===== config.mk =====
export PLATFORM = sky130hd
export DESIGN_NAME = tc_d_drain
export DESIGN_NICKNAME = d
export VERILOG_FILES = /design/src/rtl/tc_d_drain.sv
export SDC_FILE = /design/constraint.sdc
export NUM_CORES = 1
export LEC_CHECK = 0
export ABC_AREA = 1
export ABC_CLOCK_PERIOD_IN_PS = 31300
export CORE_AREA = 2 2 401 403
export DETAILED_ROUTE_END_ITERATION = 8
export DIE_AREA = 0 0 403 405
export GPL_TIMING_DRIVEN = 0
export PLACE_DENSITY_LB_ADDON = 0.08
export SETUP_SLACK_MARGIN = 0.15
export SLEW_MARGIN = 20
export SYNTH_ARGS = -nofsm -noshare
export SYNTH_HDL_FRONTEND = slang
export SYNTH_SLANG_ARGS = --single-unit

===== constraint.sdc =====
create_clock -name clk -period 31.3 [get_ports clk]
set_clock_uncertainty 0.05 [all_clocks]
set_input_delay 9.39 -clock clk [delete_from_list [all_inputs] [get_ports clk]]
set_output_delay 9.39 -clock clk [all_outputs]
set_load 0.03 [all_outputs]

===== src/rtl/tc_d_drain.sv =====
// tc_d_drain: result-drain stage between the tensor_core D port and writeback.
// Buffers 512-bit result beats in a DEPTH-entry FIFO, counts beats per tile,
// marks the final beat with m_axis_tlast and pulses irq_o on tile completion.
// Optional feature macro: TC_DRAIN_STAT_EN adds the stat_tiles_o counter port.
module tc_d_drain #(
    parameter int DEPTH = 4
) (
    input  logic                     clk,
    input  logic                     rst_n,
    input  logic [511:0]             s_axis_tdata_d,
    input  logic                     s_axis_tvalid_d,
    output logic                     s_axis_tready_d,
    output logic [511:0]             m_axis_tdata,
    output logic                     m_axis_tvalid,
    input  logic                     m_axis_tready,
    output logic                     m_axis_tlast,
    input  logic                     en_i,
    input  logic [7:0]               cfg_beats,
    output logic                     busy_o,
    output logic                     irq_o,
`ifdef TC_DRAIN_STAT_EN
    output logic [15:0]              stat_tiles_o,
`endif
    output logic [$clog2(DEPTH):0]   level_o
);

    localparam int AW = $clog2(DEPTH);
    localparam int LW = AW + 1;

    typedef logic [AW-1:0] ptr_t;
    typedef logic [LW-1:0] lvl_t;

    typedef enum logic [1:0] {
        ST_IDLE  = 2'd0,
        ST_RUN   = 2'd1,
        ST_FLUSH = 2'd2,
        ST_DONE  = 2'd3
    } state_t;

    state_t       state_r;
    state_t       state_s;
    logic [511:0] mem_r [DEPTH];
    ptr_t         wr_ptr_r;
    ptr_t         rd_ptr_r;
    lvl_t         count_r;
    logic [7:0]   beats_r;
    logic [7:0]   in_cnt_r;
    logic [7:0]   out_cnt_r;

    logic         full_s;
    logic         push_s;
    logic         pop_s;
    logic         clear_s;
    logic         last_in_s;
    logic         last_out_s;

    // Handshake and control decode, all derived from registered state
    always_comb begin
        full_s     = (count_r == lvl_t'(DEPTH));
        push_s     = s_axis_tvalid_d && s_axis_tready_d;
        pop_s      = m_axis_tvalid && m_axis_tready;
        clear_s    = ((state_r == ST_RUN) || (state_r == ST_FLUSH)) && !en_i;
        last_in_s  = (in_cnt_r == (beats_r - 8'd1));
        last_out_s = (out_cnt_r == (beats_r - 8'd1));
    end

    // FSM state register
    always_ff @(posedge clk or negedge rst_n) begin
        if (!rst_n) begin
            state_r <= ST_IDLE;
        end else begin
            state_r <= state_s;
        end
    end

    // FSM next-state logic; dropping en_i aborts the tile from RUN or FLUSH
    always_comb begin
        state_s = state_r;
        case (state_r)
            ST_IDLE: begin
                if (en_i) state_s = ST_RUN;
                else      state_s = ST_IDLE;
            end
            ST_RUN: begin
                if (!en_i)                     state_s = ST_IDLE;
                else if (push_s && last_in_s)  state_s = ST_FLUSH;
                else                           state_s = ST_RUN;
            end
            ST_FLUSH: begin
                if (!en_i)                          state_s = ST_IDLE;
                else if (count_r == {LW{1'b0}})     state_s = ST_DONE;
                else                                state_s = ST_FLUSH;
            end
            ST_DONE: begin
                state_s = ST_IDLE;
            end
            default: begin
                state_s = ST_IDLE;
            end
        endcase
    end

    // FSM and FIFO status outputs
    always_comb begin
        s_axis_tready_d = (state_r == ST_RUN) && !full_s;
        busy_o          = (state_r != ST_IDLE);
        irq_o           = (state_r == ST_DONE);
        m_axis_tvalid   = (count_r != {LW{1'b0}});
        m_axis_tlast    = m_axis_tvalid && last_out_s;
        m_axis_tdata    = mem_r[rd_ptr_r];
        level_o         = count_r;
    end

    // FIFO storage; contents need no reset since occupancy gates visibility
    always_ff @(posedge clk) begin
        if (push_s) begin
            mem_r[wr_ptr_r] <= s_axis_tdata_d;
        end
    end

    // FIFO pointers and occupancy; an abort empties the FIFO
    always_ff @(posedge clk or negedge rst_n) begin
        if (!rst_n) begin
            wr_ptr_r <= {AW{1'b0}};
            rd_ptr_r <= {AW{1'b0}};
            count_r  <= {LW{1'b0}};
        end else if (clear_s) begin
            wr_ptr_r <= {AW{1'b0}};
            rd_ptr_r <= {AW{1'b0}};
            count_r  <= {LW{1'b0}};
        end else begin
            if (push_s) wr_ptr_r <= wr_ptr_r + ptr_t'(1);
            if (pop_s)  rd_ptr_r <= rd_ptr_r + ptr_t'(1);
            case ({push_s, pop_s})
                2'b10:   count_r <= count_r + lvl_t'(1);
                2'b01:   count_r <= count_r - lvl_t'(1);
                default: count_r <= count_r;
            endcase
        end
    end

    // Tile length latch, captured only when a tile starts (0 means 1 beat)
    always_ff @(posedge clk or negedge rst_n) begin
        if (!rst_n) begin
            beats_r <= 8'd1;
        end else if ((state_r == ST_IDLE) && en_i) begin
            beats_r <= (cfg_beats == 8'd0) ? 8'd1 : cfg_beats;
        end
    end

    // Input and output beat counters, held at zero while idle or aborting
    always_ff @(posedge clk or negedge rst_n) begin
        if (!rst_n) begin
            in_cnt_r  <= 8'd0;
            out_cnt_r <= 8'd0;
        end else if ((state_r == ST_IDLE) || clear_s) begin
            in_cnt_r  <= 8'd0;
            out_cnt_r <= 8'd0;
        end else begin
            if (push_s) begin
                in_cnt_r <= last_in_s ? 8'd0 : (in_cnt_r + 8'd1);
            end
            if (pop_s) begin
                out_cnt_r <= last_out_s ? 8'd0 : (out_cnt_r + 8'd1);
            end
        end
    end

`ifdef TC_DRAIN_STAT_EN
    // Completed-tile statistic; wraps naturally and survives aborts
    always_ff @(posedge clk or negedge rst_n) begin
        if (!rst_n) begin
            stat_tiles_o <= 16'd0;
        end else if (state_r == ST_DONE) begin
            stat_tiles_o <= stat_tiles_o + 16'd1;
        end
    end
`endif

endmodule


==> results.txt, run 1 <==
The first detailed-routing pass ran for 6 iterations. Of all nets on the critical path, the largest fanout is 10. The number of enable flip-flop cells after synthesis was 2048; the initial core utilization was 48.59%.

Of the cells placed in the final design, the portion with a size suffix greater than 1 is 7.637%. The share of flip-flops with an asynchronous set or reset is 1.586%, and the routability congestion estimate from global placement is 0.8232. The flow ran to the end, and the final reports show no timing, DRC or antenna violations.

Per-instance average area after synthesis: 14.76 µm². The worst register-to-register path has a setup slack of 28080 ps. After detailed placement, the total cell area comes to 0.09332 mm². The most critical setup path has its endpoint at m_axis_tdata[383]. In the finished design, the share of the clock period the worst path needs comes to 45.02%. The number of nets still failing antenna checks after routing was 0; the final global-route overflow total was 0. The worst setup slack before clock tree synthesis is 17810 ps.

The die is 403 µm wide. Synthesis instantiated 37 different standard cells from the library. STA classifies the critical path endpoint as a primary output. The number of cells on the worst reg-to-reg path was 11; the buffer count from post-CTS setup fixing was 0.

The layout overhead on the synthesized area was 29.16%. The deepest level of the CTS H-tree is 4, and the number of global-route vias before repair is 48220. The run gives 0 as the post-cts hold buffer count.

Leaving out fill and tap cells, the most frequent cells in the layout are edfxtp_1 (2048), nor2_1 (1048), clkdlybuf4s50_1 (1043). The CTS sink count is 2081. The tools report the worst reg2reg path endpoint as mem_r[1][425].

Derived from the worst setup path, the maximum achievable clock frequency is 70.97 MHz. The routed length per placed instance works out to 26.67 µm. STA classifies the critical path startpoint as a flip-flop. Setup repair after global routing left no endpoint under its margin.

TritonCTS built the clock tree. The count of input and output buffers works out to 1044. The first global-routing pass estimated 335100 µm of wire. Startpoint-to-endpoint class of the critical path: reg2out. For the number of antenna violations at the first check in global routing, the log shows 105.

The part of the Yosys area used for sequential elements is 80.53%. The tools report the leakage power total as 32.63 nW. The total track usage came out at 28.44%. Counting I/O delays and the setup requirement, the final critical path takes 14090 ps.

The tools report the worst path arrival time as 4650 ps. At the end of the flow the core is filled with cells to 62.76%. The critical path starts at rd_ptr_r[1]. The clock buffer count from CTS came out at 210. The leading register cell type out of synthesis is edfxtp_1.

The detailed router's first-iteration violation count was 4279; the fill cell total of the finished layout was 11860. The number of top-level pins was 1045; the power per standard cell area was 101.6 mW/mm². For this run, design rule violations remaining after detail routing come to 0. The sum of net half-perimeters after detailed placement was 166300 µm; the final max-slew violation count was 0. The logs give 0 for the final count of negative-setup-slack endpoints and 3 for the maximum count of clock buffers along a single path. The total of warnings raised by yosys was 0; the total number of nets in the final design was 7158. The power after layout came out at 10.16 mW. The clock-pin slew on the worst setup and hold paths came out at 60 ps. The final wirelength is 238500 µm. VDD sags by at most 0.07490 mV. The transition at the pin with the smallest max-transition slack came out at 1153 ps. The instance count of the mapped netlist was 5245. Synthesis inferred 2081 register bits. After routing the design area is 0.09997 mm². The via count of the routed design was 50500. The later pin in the worst-skew pair is clocked with a latency of 820 ps. The tools report the final count of hold timing violations as 0.

In this run the critical register-to-register path is launched from state_r[1]. The logs give 0.1632 mm² for the area of the die and 21860 ps for the required time reported for the critical path endpoint. The worst hold path belongs to the class reg2reg. In the routed layout, each cell is associated on average with a via count of 5.647. The library cell used most frequently in the layout, excluding fill and tap cells, is edfxtp_1. The worst relative slew slack was 23.11%. The core region is 0.1593 mm². Reported max-cap violation count: 0.

The die is 405 µm tall. The mapped cell area is 0.07739 mm², and the number of resized instances in the post-cts repair step is 0. Clock root buffer: clkbuf_16. The number of standard-cell rows in the floorplan came out at 147. The run gives 5783 as the post-synth net total. Pin count of the biggest net entering global routing: 24.

The worst setup slack after layout is 17210 ps, and the hold-critical path depth is 2.
==> critical path: stages, from the launching register on <==
cell	delay [ps]
dfrtp_1	350
buf_2	200
inv_2	360
clkbuf_1	810
clkbuf_1	540
o21ai_0	190
o22ai_1	460
clkdlybuf4s50_1	910
==> cells by family after synthesis <==
logic type	synth area share (%)
flops	80.53
compound gates	11.05
simple gates	5.843
buf+inv	2.150
xor+xnor	0.2037
fa+ha+maj	0.2199
==> stage by stage <==
stage | hold slack (ps) | setup TNS [ps] | std cells
2_1_floorplan | 444.0 | -1867560 | 5245
3_3_place_gp | 478.7 | - | 8375
3_5_place_dp | 481.5 | 0 | 8494
4_1_cts | 496.5 | 0 | 8882
5_1_grt | 513.8 | 0 | 8924
6_report | 490.6 | 0 | 8943
==> layer usage <==
layer,wire (µm),vias to the layer above,global-route usage (%),share of wire [%]
met5,592,-,0,0.25
met4,10170,92,13.10,4.3
met2,114800,1987,45.48,48
met1,89740,25210,35.03,38
li1,-,22730,-,-
met3,23180,477,9.667,9.7
==> layout make-up <==
type | count | area (µm²) | area share [%]
clock inverters | 110 | 895.9 | 0.8962
diodes | 61 | 152.6 | 0.1527
clock buffers | 278 | 5595 | 5.597
inverters | 53 | 201.4 | 0.2015
well taps | 2086 | 2610 | 2.611
repair buffers | 1163 | 13280 | 13.29
multi-input cells | 2769 | 13430 | 13.44
flip-flops and latches | 2081 | 62330 | 62.35
plain buffers | 342 | 1468 | 1.468
==> sequential cells by signal (all words and copies together) (netlist names) <==
signal     cells
out_cnt_r      8
level_o        3
beats_r        8
state_r        2
mem_r       2048
rd_ptr_r       2
in_cnt_r       8
wr_ptr_r       2
==> how the worst min path moves through the flow <==
stage	slack (ps)	start	endpoint
floorplan	440	beats_r[1]	beats_r[1]
detailed placement	480	beats_r[1]	beats_r[1]
global route	510	beats_r[1]	beats_r[1]
global placement	480	beats_r[1]	beats_r[1]
finish	490	beats_r[1]	beats_r[1]
CTS	500	beats_r[1]	beats_r[1]
==> cell usage after synthesis (9+ instances only) <==
cell type	instances	area share [%]
a21oi_1	13	0.084
buf_2	77	0.50
buf_4	16	0.16
clkbuf_1	246	1.2
dfrtp_1	32	1.0
edfxtp_1	2048	79
ha_1	12	0.19
inv_1	45	0.22
nand2_1	50	0.24
nand2_2	9	0.073
nand3_1	27	0.17
nor2_1	1052	5.1
o21ai_0	1039	6.7
o22ai_1	512	4.1
xor2_1	15	0.17
==> power by group <==
group / switching (mW) / internal [mW]
clock: 1.04 / 1.34
combinational: 2.95 / 1.39
sequential: 0.0602 / 3.38
total: 4.05 / 6.11
Power figures use the tool's default switching activity.
==> run 2, diff against run 1 <==
--- a/config.mk
+++ b/config.mk
@@ -6,7 +6,7 @@
 export NUM_CORES = 1
 export LEC_CHECK = 0
 export ABC_AREA = 1
-export ABC_CLOCK_PERIOD_IN_PS = 31300
+export ABC_CLOCK_PERIOD_IN_PS = 13000
 export CORE_AREA = 2 2 401 403
 export DETAILED_ROUTE_END_ITERATION = 8
 export DIE_AREA = 0 0 403 405
==> constraint.sdc (replaced) <==
create_clock -name clk -period 13 [get_ports clk]
set_clock_uncertainty 0.05 [all_clocks]
set_input_delay 3.9 -clock clk [delete_from_list [all_inputs] [get_ports clk]]
set_output_delay 3.9 -clock clk [all_outputs]
set_load 0.03 [all_outputs]
==> run 2 against run 1 <==
Against the previous run: die area did not move; clock power rose by 140%; sequential power is 140% higher; setup slack worse by 13000 ps; cell area down 0.10%; final cell count fell by 0.35%; critical endpoint is now m_axis_tdata[184]; largest cell class unchanged; largest power group unchanged; highest routed layer unchanged.
==> results.txt, run 2 (same netlist as run 1, synthesis figures left out) <==
The run finished with clean final reports. For the required time reported for the critical path endpoint, the log shows 9050 ps (was 21860 ps). The logs give 21.13% (was 23.11%) for the worst relative slew slack and 4590 ps (was 4650 ps) for the worst path arrival time. The share of cells above drive strength 1 was 7.779% (was 7.637%); the number of flip-flops in the largest register was 2048 (unchanged). The logs give 492.6 ps (was 490.6 ps) for the worst-case hold slack and 0 (unchanged) for the number of resized instances in the post-cts repair step. The logs give 167300 µm (was 166300 µm) for the sum of net half-perimeters after detailed placement and 820 ps (about the same) for the insertion delay of the later-clocked pin in the worst-skew pair.

The tools report the placeable core region as 0.1593 mm² (unchanged). The number of top-level pins was 1045 (unchanged); the final wirelength was 240000 µm (was 238500 µm). The layout overhead on the synthesized area was 29.04% (was 29.16%); the final max-slew violation count was 0 (unchanged). The slowest cell on the critical path was clkdlybuf4s50_1 (unchanged). The first-pass iteration count of the detailed router was 5 (was 6); the worst supply voltage drop on vdd was 0.1906 mV (was 0.07490 mV).

The run gives 338800 µm (was 335100 µm) as the wire length of the first global-routing pass. Maximum fanout along the worst path: 10 (unchanged). The number of nets still failing antenna checks after routing is 0 (unchanged). Top library cells by usage in the layout, fill and taps aside: edfxtp_1 (2048), nor2_1 (1048), clkdlybuf4s50_1 (1043) (unchanged). Setup repair after global routing left no endpoint under its margin.

The register containing the most flip-flops in the final layout is mem_r (unchanged). The tools report the total track usage as 28.77% (was 28.44%). Vias per cell: 5.640 (was 5.647). The startpoint of the most critical hold path was beats_r[1] (unchanged). The horizontal die dimension came out at 403 µm (unchanged). CP cell instances: buf_2 -> inv_2 -> clkbuf_1 -> clkbuf_1 -> o21ai_0 -> o22ai_1 -> clkdlybuf4s50_1 (unchanged). The final count of hold timing violations came out at 0 (unchanged). The routed length per placed instance is 26.93 µm (was 26.67 µm), and the clock-pin slew on the worst setup and hold paths is 60 ps (about the same).

The tools report the initial core utilization as 48.59% (unchanged). Clock root buffer: clkbuf_16 (unchanged). The number of standard-cell rows in the floorplan was 147 (unchanged). The buffer count from post-CTS setup fixing is 0 (unchanged), and the transition at the pin with the smallest max-transition slack is 1183 ps (was 1153 ps).

Delay contributed by the slowest stage of the critical path: 860 ps (was 910 ps). The leading cell type in the layout, fill and taps excluded was edfxtp_1 (unchanged). The number of DRC violations after detailed routing was 0 (unchanged). The maximum frequency from static timing analysis was 117.1 MHz; the post-route minimum period was 8537 ps. Endpoint kind of the worst setup timing path: a primary output (unchanged). The startpoint-to-endpoint class of the critical path is reg2out (unchanged). Most repeated library cell on the critical path: clkbuf_1 (unchanged). The number of global-route vias before repair was 48720 (was 48220). The maximum count of clock buffers along a single path came out at 3 (unchanged). Power per standard cell area: 244.9 mW/mm² (was 101.6 mW/mm²). Type of the most critical hold path: reg2reg (unchanged). The detailed router's first-iteration violation count came out at 4223 (was 4279).

Number of antenna violations at the first check in global routing: 102 (was 105). TritonCTS built the clock tree. The logs give 7154 (was 7158) for the total number of nets in the final design and 24 (unchanged) for the pin count of the biggest net entering global routing.

The start point of the critical path was rd_ptr_r[1] (unchanged). The floorplan die height came out at 405 µm (unchanged). Clock buffer count from CTS: 206 (was 210). The portion of the clock cycle consumed by the worst path in the final layout works out to 65.67%. Via count of the routed design: 50270 (was 50500). The tools report the CTS sink count as 2081 (unchanged).

The routability congestion estimate from global placement was 0.8200 (was 0.8232); the final global-route overflow total was 0 (unchanged). The count of input and output buffers came out at 1044 (unchanged). The run gives 0 (unchanged) as the post-cts hold buffer count. The tools report the final total negative setup slack as 0 ps (unchanged).

The reported max-cap violation count was 0 (unchanged). The launch instance of the worst register-to-register path is state_r[1] (unchanged). The area of the die was 0.1632 mm² (unchanged). The final count of negative-setup-slack endpoints was 0 (unchanged).

The startpoint type of the worst setup path was a flip-flop (unchanged). For the leakage power total, the log shows 32.63 nW (about the same). The tools report the deepest level of the CTS H-tree as 4 (unchanged).
==> run 2: changes by cell type in the layout (fill, tap and decap cells not counted), moves of 2 or more <==
cell       previous run  this run
bufinv_16            10        15
clkbuf_1            306       288
clkbuf_16           214       210
clkinv_1             63        52
clkinv_2             23        32
clkinv_8              3         1
diode_2              61        51
==> run 2: metal layers <==
metal  track usage [%]  part of all wire (%)
met2             46.44                    48
met1             35.16                    37
met4             13.04                   4.2
met3             9.730                   9.7
met5                 0                  0.25
==> run 2: final cells by class <==
type,instances,area (µm²)
clock inverters,110,987.2
inverters,53,201.4
fillers,12090,59410
well taps,2086,2610
flip-flops and latches,2081,62330
plain buffers,342,1469
clock buffers,257,5431
multi-input cells,2769,13430
diodes,51,127.6
repair buffers,1163,13280
==> run 2: final timing paths <==
check / endpoint / slack, ps / depth (start not counted)
worst max-delay path: m_axis_tdata[184] / 4460 / 7
worst min register to register: beats_r[1] / 490 / 2
worst min-delay path: beats_r[1] / 490 / 2
worst max register to register: mem_r[1][88] / 9620 / 12
min in group asynchronous: state_r[0] / 2980 / 1
max in group asynchronous: out_cnt_r[5] / 9460 / 2
==> run 2: report_power, final <==
part / switching, mW / leakage (nW) / total (mW) / internal (mW)
clock: 2.46 / 3.13 / 5.71 / 3.24
combinational: 7.11 / 10.5 / 10.5 / 3.37
sequential: 0.145 / 19.0 / 8.28 / 8.13
total: 9.72 / 32.6 / 24.5 / 14.7
==> run 2: worst max-delay path, delay by kind of cell, from the launching register on <==
| kind | cells | cell delay (ps) |
|---|---|---|
| buffers and inverters | 5 | 2770 |
| flip-flops | 1 | 350 |
| AO/OA/AOI/OAI | 2 | 620 |
==> run 2: per-stage QoR <==
step	util, %	instances	cell area, µm²	setup slack [ps]	total power, mW
after global routing	62.68	8899	99830	4310	25.41
after global placement	56.80	8375	90460	-16740	19.30
after CTS	62.62	8861	99740	4361	24.61
final	62.70	8912	99870	4463	24.46
after floorplan	-	5245	77400	-5009	14.13
after detailed placement	58.59	8494	93320	5263	18.91
